`src/rtl/light_pkg.sv`:
```
// Shared types and constants for the lamp-sequence monitor.
// Also carries the transmitter state typedef used elsewhere in the slice.
package light_pkg;

    typedef enum logic [2:0] {
        IDLE,
        L1,
        L2,
        L3,
        R1,
        R2,
        R3,
        RESYNC
    } state_t;

    typedef enum logic [1:0] {
        TX_IDLE,
        TX_LOAD,
        TX_SHIFT,
        TX_STOP
    } tx_state_t;

    localparam logic [5:0] P_IDLE = 6'b000000;
    localparam logic [5:0] P_L1   = 6'b100000;
    localparam logic [5:0] P_L2   = 6'b110000;
    localparam logic [5:0] P_L3   = 6'b111000;
    localparam logic [5:0] P_R1   = 6'b000100;
    localparam logic [5:0] P_R2   = 6'b000110;
    localparam logic [5:0] P_R3   = 6'b000111;

    localparam logic [1:0] ERR_NONE  = 2'd0;
    localparam logic [1:0] ERR_START = 2'd1;
    localparam logic [1:0] ERR_ORDER = 2'd2;
    localparam logic [1:0] ERR_BOTH  = 2'd3;

    // Both-sides-lit outranks whatever the FSM position implies.
    function automatic logic [1:0] err_cause(
        input logic [5:0] p,
        input logic       in_idle
    );
        if ((|p[5:3]) && (|p[2:0]))
            return ERR_BOTH;
        else if (in_idle)
            return ERR_START;
        else
            return ERR_ORDER;
    endfunction

endpackage

```
`src/rtl/light_monitor_sat_cnt8.sv`:
```
// 8-bit event counter that sticks at 8'hFF.
// Clear wins over a simultaneous increment.
module sat_cnt8
    import light_pkg::*;
(
    input  logic       clk,
    input  logic       reset_n,
    input  logic       clear,
    input  logic       inc,
    output logic [7:0] q
);

    always_ff @(posedge clk) begin
        if (!reset_n)
            q <= 8'h00;
        else if (clear)
            q <= 8'h00;
        else if (inc && (q != 8'hFF))
            q <= q + 8'd1;
    end

endmodule

```
`src/rtl/light_monitor.sv`:
```
// Watches left/right lamp lines for legal three-step sequences.
// Flags out-of-order patterns and counts completions and errors.
module light_monitor
    import light_pkg::*;
(
    input  logic       clk,
    input  logic       reset_n,
    input  logic       la,
    input  logic       lb,
    input  logic       lc,
    input  logic       ra,
    input  logic       rb,
    input  logic       rc,
    input  logic       clear,
    output logic       left_active,
    output logic       right_active,
    output logic       done_l,
    output logic       done_r,
    output logic       err,
    output logic [1:0] err_code,
    output logic [7:0] left_count,
    output logic [7:0] right_count,
    output logic [7:0] err_count
);

    logic [5:0] p;
    state_t     state;
    state_t     state_n;
    logic       done_l_n;
    logic       done_r_n;
    logic       err_n;
    logic [1:0] cause;

    assign p     = {la, lb, lc, ra, rb, rc};
    assign cause = err_cause(p, state == IDLE);

    always_comb begin
        state_n  = state;
        done_l_n = 1'b0;
        done_r_n = 1'b0;
        err_n    = 1'b0;
        case (state)
            IDLE: begin
                if (p == P_IDLE) begin
                    state_n = IDLE;
                end else if (p == P_L1) begin
                    state_n = L1;
                end else if (p == P_R1) begin
                    state_n = R1;
                end else begin
                    state_n = RESYNC;
                    err_n   = 1'b1;
                end
            end
            L1: begin
                if (p == P_L2) begin
                    state_n = L2;
                end else begin
                    state_n = RESYNC;
                    err_n   = 1'b1;
                end
            end
            L2: begin
                if (p == P_L3) begin
                    state_n = L3;
                end else begin
                    state_n = RESYNC;
                    err_n   = 1'b1;
                end
            end
            L3: begin
                if (p == P_IDLE) begin
                    state_n  = IDLE;
                    done_l_n = 1'b1;
                end else begin
                    state_n = RESYNC;
                    err_n   = 1'b1;
                end
            end
            R1: begin
                if (p == P_R2) begin
                    state_n = R2;
                end else begin
                    state_n = RESYNC;
                    err_n   = 1'b1;
                end
            end
            R2: begin
                if (p == P_R3) begin
                    state_n = R3;
                end else begin
                    state_n = RESYNC;
                    err_n   = 1'b1;
                end
            end
            R3: begin
                if (p == P_IDLE) begin
                    state_n  = IDLE;
                    done_r_n = 1'b1;
                end else begin
                    state_n = RESYNC;
                    err_n   = 1'b1;
                end
            end
            RESYNC: begin
                if (p == P_IDLE)
                    state_n = IDLE;
            end
            default: begin
                state_n = IDLE;
            end
        endcase
    end

    // Flags are decoded from the next state so they line up with it.
    always_ff @(posedge clk) begin
        if (!reset_n) begin
            state        <= IDLE;
            left_active  <= 1'b0;
            right_active <= 1'b0;
            done_l       <= 1'b0;
            done_r       <= 1'b0;
            err          <= 1'b0;
            err_code     <= ERR_NONE;
        end else begin
            state        <= state_n;
            left_active  <= (state_n == L1) || (state_n == L2) ||
                            (state_n == L3);
            right_active <= (state_n == R1) || (state_n == R2) ||
                            (state_n == R3);
            done_l       <= done_l_n;
            done_r       <= done_r_n;
            err          <= err_n;
            if (err_n)
                err_code <= cause;
        end
    end

    sat_cnt8 u_left_cnt (
        .clk     (clk),
        .reset_n (reset_n),
        .clear   (clear),
        .inc     (done_l_n),
        .q       (left_count)
    );

    sat_cnt8 u_right_cnt (
        .clk     (clk),
        .reset_n (reset_n),
        .clear   (clear),
        .inc     (done_r_n),
        .q       (right_count)
    );

    sat_cnt8 u_err_cnt (
        .clk     (clk),
        .reset_n (reset_n),
        .clear   (clear),
        .inc     (err_n),
        .q       (err_count)
    );

endmodule

```
`config.mk`:
```
export PLATFORM = sky130hd
export DESIGN_NAME = light_monitor
export DESIGN_NICKNAME = d
export VERILOG_FILES = /design/src/rtl/light_pkg.sv /design/src/rtl/light_monitor_sat_cnt8.sv /design/src/rtl/light_monitor.sv
export SDC_FILE = /design/constraint.sdc
export NUM_CORES = 1
export LEC_CHECK = 0
export BUFFER_PORTS_ARGS = -buffer_cell sky130_fd_sc_hd__buf_4
export CAP_MARGIN = 20
export CORE_MARGIN = 5
export CORE_UTILIZATION = 57
export CTS_CLUSTER_SIZE = 28
export DETAILED_ROUTE_END_ITERATION = 7
export MAX_ROUTING_LAYER = met4
export PLACE_DENSITY = 0.89
export SLEW_MARGIN = 10
export SYNTH_ARGS = -nofsm -noshare
export SYNTH_HDL_FRONTEND = slang
export SYNTH_SLANG_ARGS = --single-unit
```
`constraint.sdc`:
```
create_clock -name clk -period 4.4 [get_ports clk]
set_input_delay 0.22 -clock clk [delete_from_list [all_inputs] [get_ports clk]]
set_output_delay 0.22 -clock clk [all_outputs]
set_load 0.01 [all_outputs]
```
==> flow_summary.yaml, run 1 <==
timing:
  fin_tns_setup_ps: 0
  timing.slew.headroom_pct: 45.0
  final.setup.worst_slack_ps: 2040
  finClkSkew_ps: 4.93
  finalCritPeriodShare_pct: 53.7
  hold_violations: 0
  tightest_slew_ps: 818
  drv_slew: 0
  whs_ps: 154
  setup_viol: 0
  min_period_ps: 2360
  rsz0062_at_grt: "false"
  max_freq_mhz: 423
outcome:
  status: "complete, no violations"
cts:
  cts.reportedPaths.clkPinSlew_ps: 100
  clock_sinks: 34
  root_buffer: "clkbuf_4"
  cts_hold_buf: 0
  cts_resized: 0
  post-cts-setup-buffers: 0
  h-tree-depth: 2
  clk_path_buf_depth: 2
  cts_tree: "done"
  cts_made_buffers: 5
  clock_latency_ps: 330
place:
  gp_congestion: 0.900
  place_ws_ps: 1880
  place_area_um2: 2020
  numPortBuffers: 39
  dp_cells: 261
  dpl.hpwl_mm: 2.69
synth:
  synth_top_family_by_area: "simple AND/OR/NAND/NOR gates"
  synth_area_leaders: "dfxtp_1, xor2_1, nand2_1"
  synth_top_area_share_pct: 39.7
  yosys_warnings: 0
  synthSimpleGateAreaFrac_pct: 34.2
  syn_inst: 196
  synth_ff_type: "dfxtp_1"
  synth_edf_count: 0
  synth_compound_area_share_pct: 12.1
  ys_ff_latch: 34
  netlist_area_um2: 1720
  synthMuxAreaShare_pct: 2.92
  synth_common_cells: "dfxtp_1, nand2_1, nor2_1, xor2_1, nand4_1"
  async_flop_share_pct: 0
  ys_types: 44
  synth_seq_area_share_pct: 39.7
  yosysTopAreaCell: "dfxtp_1"
  synth_adder_area_share_pct: 2.19
  synth.most_common_cell: "dfxtp_1"
  synth.avg_cell_area_um2: 8.75
  synth_xor_area_share_pct: 6.64
  synth_nets: 208
finish:
  antenna_cells: 0
  layout-drive-gt1-share_pct: 24.7
  instances_no_fill: 268
  nNetsFinal: 247
  utilization_pct: 69.4
  design_area_um2: 2070
  syn2layout_area_growth_pct: 20.4
floorplan:
  io_pins: 40
  core_area_um2: 2980
  die_x_um: 64.9
  fp.dieH_um: 64.9
  rows: 20
  initial_core_util_pct: 57.6
  die_area_um2: 4210
global_route:
  track_usage_pct: 19.4
  grt_max_degree: 22
  grt_pass1_vias: 1465
  grt_pass1_wl_mm: 6.38
  antenna_found_initial: 0
  overflow: 0
detailed_routing:
  drt_wl_total_mm: 3.62
  avgRoutedWirePerCell_um: 13.5
  dr.pass1.iters: 4
  drt_iter0_markers: 85
  avgViaCountPerCell: 5.78
  drc: 0
  final_antenna_net_count: 0
  vias: 1549
pwr:
  leakagePower_nw: 0.851
  cellPowerDensity_nw_per_um2: 278
  total_power_mw: 0.575
  irDropWorstVdd_mv: 0.156
worst_setup_path:
  worstSetupPathType: "reg -> reg"
  end_kind: "flop"
  cp-start-kind: "flop"
  cp_max_fo: 18
  worstPathArrival_ps: 2590
  cp.required_ps: 4620
worst_hold_path:
  hp-class: "in -> reg"
flow_run:
  cap_viol_max_count: 0
## cells by family (layout without fill, tap and decap cells)
kind of cell               count (synthesis)  count (layout)
buffers and inverters                      9              48
xor gates and xnor gates                  13              13
DFF                                       34              34
AOI/OAI and AO/OA                         29              29
muxes                                      5               5
adders and majority gates                  3               3
and+or+nand+nor                          103             103
## layout by cell type, fill, tap and decap left out, drive strengths merged, types with 2 or more instances in the layout
cell and instances:
dfxtp 34, nand4 10, nand2 22, and3 10, inv 2, o21ai 5
nor2b 5, nor2 21, nand3 3, xor2 11, nor3b 4, nand2b 3
o31ai 4, xnor2 2, o211ai 2, ha 3, mux2i 5, or2 5
a311oi 2, o2bb2ai 2, clkinv 2, nor4 3, or3 7, a21oi 8
buf 39, or4 4, clkbuf 5, nor3 3
## power by group
part,switching (mW),leakage [nW],internal [mW],total [mW]
combinational,0.0470,0.544,0.0414,0.0885
sequential,0.0133,0.276,0.318,0.332
clock,0.0975,0.0308,0.0573,0.155
## state kept, by name, summed over array words and instances, names as in the netlist
name           count
u_err_cnt.q        8
u_left_cnt.q       8
u_right_cnt.q      8
state              3
err_code           2
done_l             1
done_r             1
err                1
left_active        1
right_active       1
## path summary, 6_finish.rpt
kind / startpoint / to / slack (ps) / depth (start not counted)
min: reset_n / state[1] / 150 / 2
max: state[2] / u_err_cnt.q[1] / 2040 / 6
max reg2reg: state[2] / u_err_cnt.q[1] / 2040 / 6
min reg2reg: err_code[0] / err_code[0] / 470 / 2
## final cells by class
type	count	area, um^2
inverter	2	7.51
clock buffer	5	37.5
fill	265	912
sequential	34	681
clock inverter	2	10.0
multi-input combinational	153	996
tap	33	41.3
timing repair buffer	39	293
## layer usage
| metal | vias to the layer above | part of all wire (%) | GRT usage (%) |
|---|---|---|---|
| met4 | 0 | 2.0 | 7.12 |
| li1 | 785 | - | - |
| met1 | 731 | 44 | 22.2 |
| met5 | - | 0 | - |
| met3 | 7 | 4.4 | 5.20 |
| met2 | 26 | 49 | 32.6 |
## critical path, cell delays in order (launching register included)
cell and delay (ps):
dfxtp_1 550, xor2_1 120, nor4b_1 340, nor4_1 180, nor4_4 730, nor2b_1 180
mux2i_1 150
(Power assumes the default switching activity.)
==> inputs of run 2 (changes only) <==
- CORE_UTILIZATION: 57 -> 48
- PLACE_DENSITY: 0.89 -> 0.8
- clock period: 4.4 -> 2.16 ns (I/O delays scaled with it)
==> run 2 against run 1 <==
Cell count increased by 9.0%. Power increased to 2.6 times the previous value. Final area increased by 8.5%. Die area increased by 16%. Combinational power increased to 2.6 times the previous value. Clock power increased to 3.9 times the previous value. Largest power group unchanged. Highest routed layer unchanged.
==> flow_summary.yaml, run 2 (same netlist as run 1, synthesis figures left out) <==
outcome:
  status: "complete, no violations"
floorplan:
  fp.dieH_um: 69.8
  die_x_um: 69.8
  die_area_um2: 4870
  rows: 21
  initial_core_util_pct: 50.6
  core_area_um2: 3390
  io_pins: 40
finish:
  design_area_um2: 2240
  utilization_pct: 66.1
  syn2layout_area_growth_pct: 30.6
  reg_top3: "u_err_cnt.q x8, u_left_cnt.q x8, u_right_cnt.q x8"
  nNetsFinal: 257
  antenna_cells: 0
  fill_cells: 297
  final_cell_mix: "buf_4, dfxtp_1, nand2_1, nor2_1, xor2_1"
  final_common_cell: "buf_4"
  layout-drive-gt1-share_pct: 28.9
global_route:
  grt_pass1_wl_mm: 6.79
  overflow: 0
  track_usage_pct: 17.4
  grt_busiest_layer: "met2"
  antenna_found_initial: 0
  grt_pass1_vias: 1470
  grt_max_degree: 22
  grt_util_met3_pct: 5.80
  globalRouteMet1Util_pct: 20.2
  grt_util_met2_pct: 26.5
worst_setup_path:
  cpMostUsedCell: "nand2_1"
  cp_top_family: "simple AND/OR/NAND/NOR gates"
  r2r_cells: 7
  crit_path_cell_trace: "nand2_1 > or2_2 > nor2_1 > nor4_4 > buf_12 > or4_1 > nand2_1"
  critPathBufInv: 1
  reg2reg_from: "state[1]"
  cp.required_ps: 2440
  cp-start-kind: "flop"
  cpMaxStageDelayCell: "dfxtp_1"
  worstSetupPathType: "reg -> reg"
  rrSetupSlack_ps: 140
  slowest_delay_ps: 510
  worstPathArrival_ps: 2300
  cp_max_fo: 18
  end_kind: "flop"
  rr_endpoint: "u_err_cnt.q[3]"
timing:
  finClkSkew_ps: 7.29
  tightest_slew_ps: 587
  rsz0062_at_grt: "false"
  timing.slew.headroom_pct: 60.3
  hold_violations: 0
  finalCritPeriodShare_pct: 93.5
  final.setup.worst_slack_ps: 140
  max_freq_mhz: 495
  setup_viol: 0
  drv_slew: 0
  min_period_ps: 2020
place:
  dpl.hpwl_mm: 2.75
  numPortBuffers: 39
  place_area_um2: 2120
  gp_congestion: 0.924
  place_ws_ps: -10.2
detailed_routing:
  drc: 0
  drt_iter0_markers: 106
  vias: 1588
  drt_wl_total_mm: 3.73
  avgRoutedWirePerCell_um: 12.8
  final_antenna_net_count: 0
  avgViaCountPerCell: 5.44
  dr.pass1.iters: 4
cts:
  h-tree-depth: 2
  cts_hold_buf: 0
  root_buffer: "clkbuf_4"
  clock_sinks: 34
  cts.reportedPaths.clkPinSlew_ps: 100
  clk_path_buf_depth: 2
  post-cts-setup-buffers: 0
  clock_latency_ps: 340
  cts_tree: "done"
  cts_made_buffers: 5
pwr:
  irDropWorstVdd_mv: 0.422
  leakagePower_nw: 0.934
  cellPowerDensity_nw_per_um2: 671
worst_hold_path:
  hp-class: "in -> reg"
  whs_path_depth: 2
  hold_end: "state[1]"
  min_from: "reset_n"
flow_run:
  cap_viol_max_count: 0
==> run 2: cell types whose count changed in the layout (fill, tap and decap cells not counted) <==
cell       delta
clkinv_2      -2
bufinv_16     +2
nor4_2        +1
buf_12        +1
dfxtp_2       +1
buf_4         +9
nor4_1        -1
clkbuf_8      +1
dfxtp_1       -1
==> run 2: what timing repair did <==
action	CTS	global route
gates resized for setup	1	1
pin swaps	0	0
setup endpoints to repair	3	4
cloned	0	0
==> run 2: worst max-delay path by stage <==
stage / start / endpoint / cells after the start
after floorplan: rb / u_right_cnt.q[5] / 6
after global placement: rb / right_active / 7
after detailed placement: state[2] / u_err_cnt.q[4] / 7
after CTS: state[2] / u_err_cnt.q[3] / 8
after global routing: state[1] / u_err_cnt.q[4] / 7
final: state[1] / u_err_cnt.q[3] / 7
==> run 2: through the flow <==
step | power [mW] | hold slack [ps] | instances | TNS, ps
floorplan | 0.813 | 226 | 196 | 0
global route | 1.58 | 28.1 | 292 | 0
finish | 1.50 | 43.2 | 292 | 0
detailed placement | 0.906 | 398 | 284 | -10.2
CTS | 1.52 | 26.7 | 292 | 0
global placement | 0.904 | 392 | 284 | -1.79
==> run 2: layer usage <==
| layer | part of all wire [%] | wire length [um] | vias up |
|---|---|---|---|
| met1 | 46 | 1710 | 729 |
| met4 | 3.1 | 114 | 0 |
| li1 | - | - | 805 |
| met5 | 0 | 0 | - |
| met3 | 5.8 | 218 | 13 |
| met2 | 45 | 1690 | 41 |
==> run 2: where the power goes <==
part | total [mW] | switching [mW] | internal [mW]
Clock | 0.608 | 0.216 | 0.392
Sequential | 0.668 | 0.0183 | 0.649
Combinational | 0.228 | 0.115 | 0.113
==> run 2: area by class of cell <==
class / instances / area [um^2] / area share (%)
Clock buffer: 6 / 51.3 / 2.29
Sequential cell: 34 / 682 / 30.4
Multi-Input combinational cell: 153 / 1000 / 44.7
Inverter: 2 / 7.51 / 0.335
Tap cell: 46 / 57.6 / 2.57
Clock inverter: 2 / 60.1 / 2.68
Timing Repair Buffer: 49 / 380 / 17.0
==> inputs of run 3 (changes only) <==
- CORE_UTILIZATION: 48 -> 35
- PLACE_DENSITY: 0.8 -> 0.63
- RECOVER_POWER: default -> 50
==> run 3 against run 2 <==
Via count down 3.3%. Utilization down 21 points. Critical path type unchanged. Cell count up 6.8%. Clock-buffer cell count unchanged. Critical path depth up 1. Power down 12%. Sequential power about the same.
==> flow_summary.yaml, run 3 (same netlist as run 1, synthesis figures left out) <==
finish:
  nNetsFinal: 258
  syn2layout_area_growth_pct: 24.1
  utilization_pct: 44.8
  reg_top3: "u_err_cnt.q x8, u_left_cnt.q x8, u_right_cnt.q x8"
  layout-drive-gt1-share_pct: 15.5
  multi_input_area_um2: 1000
  design_area_um2: 2130
  antenna_cells: 0
  final_common_cell: "dfxtp_1"
  final_cell_mix: "dfxtp_1, clkbuf_1, nand2_1, nor2_1, buf_4"
  instances_no_fill: 312
  regArea_um2: 681
  fill_cells: 495
worst_setup_path:
  cp.required_ps: 2360
  end_kind: "flop"
  worstSetupPathType: "reg -> reg"
  r2r_cells: 8
  cp_max_fo: 18
  cp-start-kind: "flop"
  worstPathArrival_ps: 2240
floorplan:
  initial_core_util_pct: 36.1
  core_area_um2: 4750
  die_area_um2: 6400
  fp.dieH_um: 80.0
  io_pins: 40
  rows: 25
  die_x_um: 80.0
place:
  gp_congestion: 0.819
  place_ws_ps: 22.0
  place_area_um2: 2160
  numPortBuffers: 39
  dpl.hpwl_mm: 2.76
  dp_cells: 306
cts:
  clk_path_buf_depth: 2
  cts_made_buffers: 5
  h-tree-depth: 2
  clock_latency_ps: 270
  cts_tree: "done"
  root_buffer: "clkbuf_8"
  cts.reportedPaths.clkPinSlew_ps: 60
  clock_sinks: 34
timing:
  rsz0062_at_grt: "false"
  final.setup.worst_slack_ps: 126
  fin_tns_setup_ps: 0
  drv_slew: 0
  whs_ps: 112
  setup_viol: 0
  min_period_ps: 2030
  tightest_slew_ps: 542
  timing.slew.headroom_pct: 63.8
  finalCritPeriodShare_pct: 94.2
  finClkSkew_ps: 3.49
  hold_violations: 0
  max_freq_mhz: 492
global_route:
  grt_pass1_vias: 1421
  grt_pass1_wl_mm: 6.34
  antenna_found_initial: 0
  overflow: 0
  grt_max_degree: 22
  track_usage_pct: 12.7
pwr:
  total_power_mw: 1.33
  irDropWorstVdd_mv: 0.270
  combPwrFrac_pct: 16.2
  p_seq_share_pct: 50.4
  p_switching_mw: 0.330
  p_sw_share_pct: 24.8
  clockPowerShare_pct: 33.4
  leakagePower_nw: 0.793
  p_int_mw: 0.998
  cellPowerDensity_nw_per_um2: 624
detailed_routing:
  avgViaCountPerCell: 4.92
  vias: 1535
  drc: 0
  drt_iter0_markers: 127
  final_antenna_net_count: 0
  dr.pass1.iters: 4
  drt_wl_total_mm: 3.64
  avgRoutedWirePerCell_um: 11.7
flow_run:
  cap_viol_max_count: 0
worst_hold_path:
  hp-class: "in -> reg"
  whs_path_depth: 2
outcome:
  status: "complete, no violations"
-- run 3: cell count changes in the layout (fill, tap and decap cells not counted) --
cell,previous run,this run
buf_4,48,18
bufinv_16,2,0
clkbuf_1,0,31
clkbuf_4,5,0
clkbuf_8,1,6
dfxtp_1,33,34
dfxtp_2,1,0
-- run 3: worst max-delay path, cell delays in order, from the launching register on --
cell	delay, ps
dfxtp_1	400
buf_4	170
nand2_1	70
or2_2	340
nor2_1	210
nor4_4	90
buf_12	170
or4_1	460
o21ai_0	80
-- run 3: final cells by class --
type | instances | share of cell area (%)
multi-input combinational | 153 | 47.1
timing repair buffer | 50 | 12.8
clock buffer | 6 | 3.88
tap | 67 | 3.94
sequential | 34 | 32.0
inverter | 2 | 0.353
-- run 3: metal layers --
| layer | up-vias | share of wire, % | wire [um] | GRT usage, % |
|---|---|---|---|---|
| met1 | 692 | 48 | 1740 | 15.6 |
| met4 | 0 | 1.6 | 60 | 5.57 |
| met2 | 37 | 45 | 1630 | 19.0 |
| li1 | 800 | - | - | - |
| met3 | 6 | 5.8 | 210 | 4.18 |
| met5 | - | 0 | 0 | - |
-- run 3: worst paths after layout --
check	to	slack, ps	start
setup / recovery	u_err_cnt.q[4]	130	state[2]
hold / removal	state[1]	110	reset_n
setup reg to reg	u_err_cnt.q[4]	130	state[2]
hold reg to reg	err_code[0]	470	err_code[0]
-- run 3: timing repair --
item,CTS,global route
setup endpoints to repair,0,4
hold buffers,0,0
gates resized for setup,0,1
hold endpoints to repair,0,0
setup buffers,0,0
-- run 3: power by group through the flow --
stage | combinational (mW) | sequential [mW] | clock [mW]
after CTS | 0.227 | 0.669 | 0.466
after global placement | 0.227 | 0.682 | 0
after floorplan | 0.132 | 0.682 | 0
after detailed placement | 0.227 | 0.682 | 0
after global routing | 0.240 | 0.672 | 0.494
final | 0.215 | 0.669 | 0.443
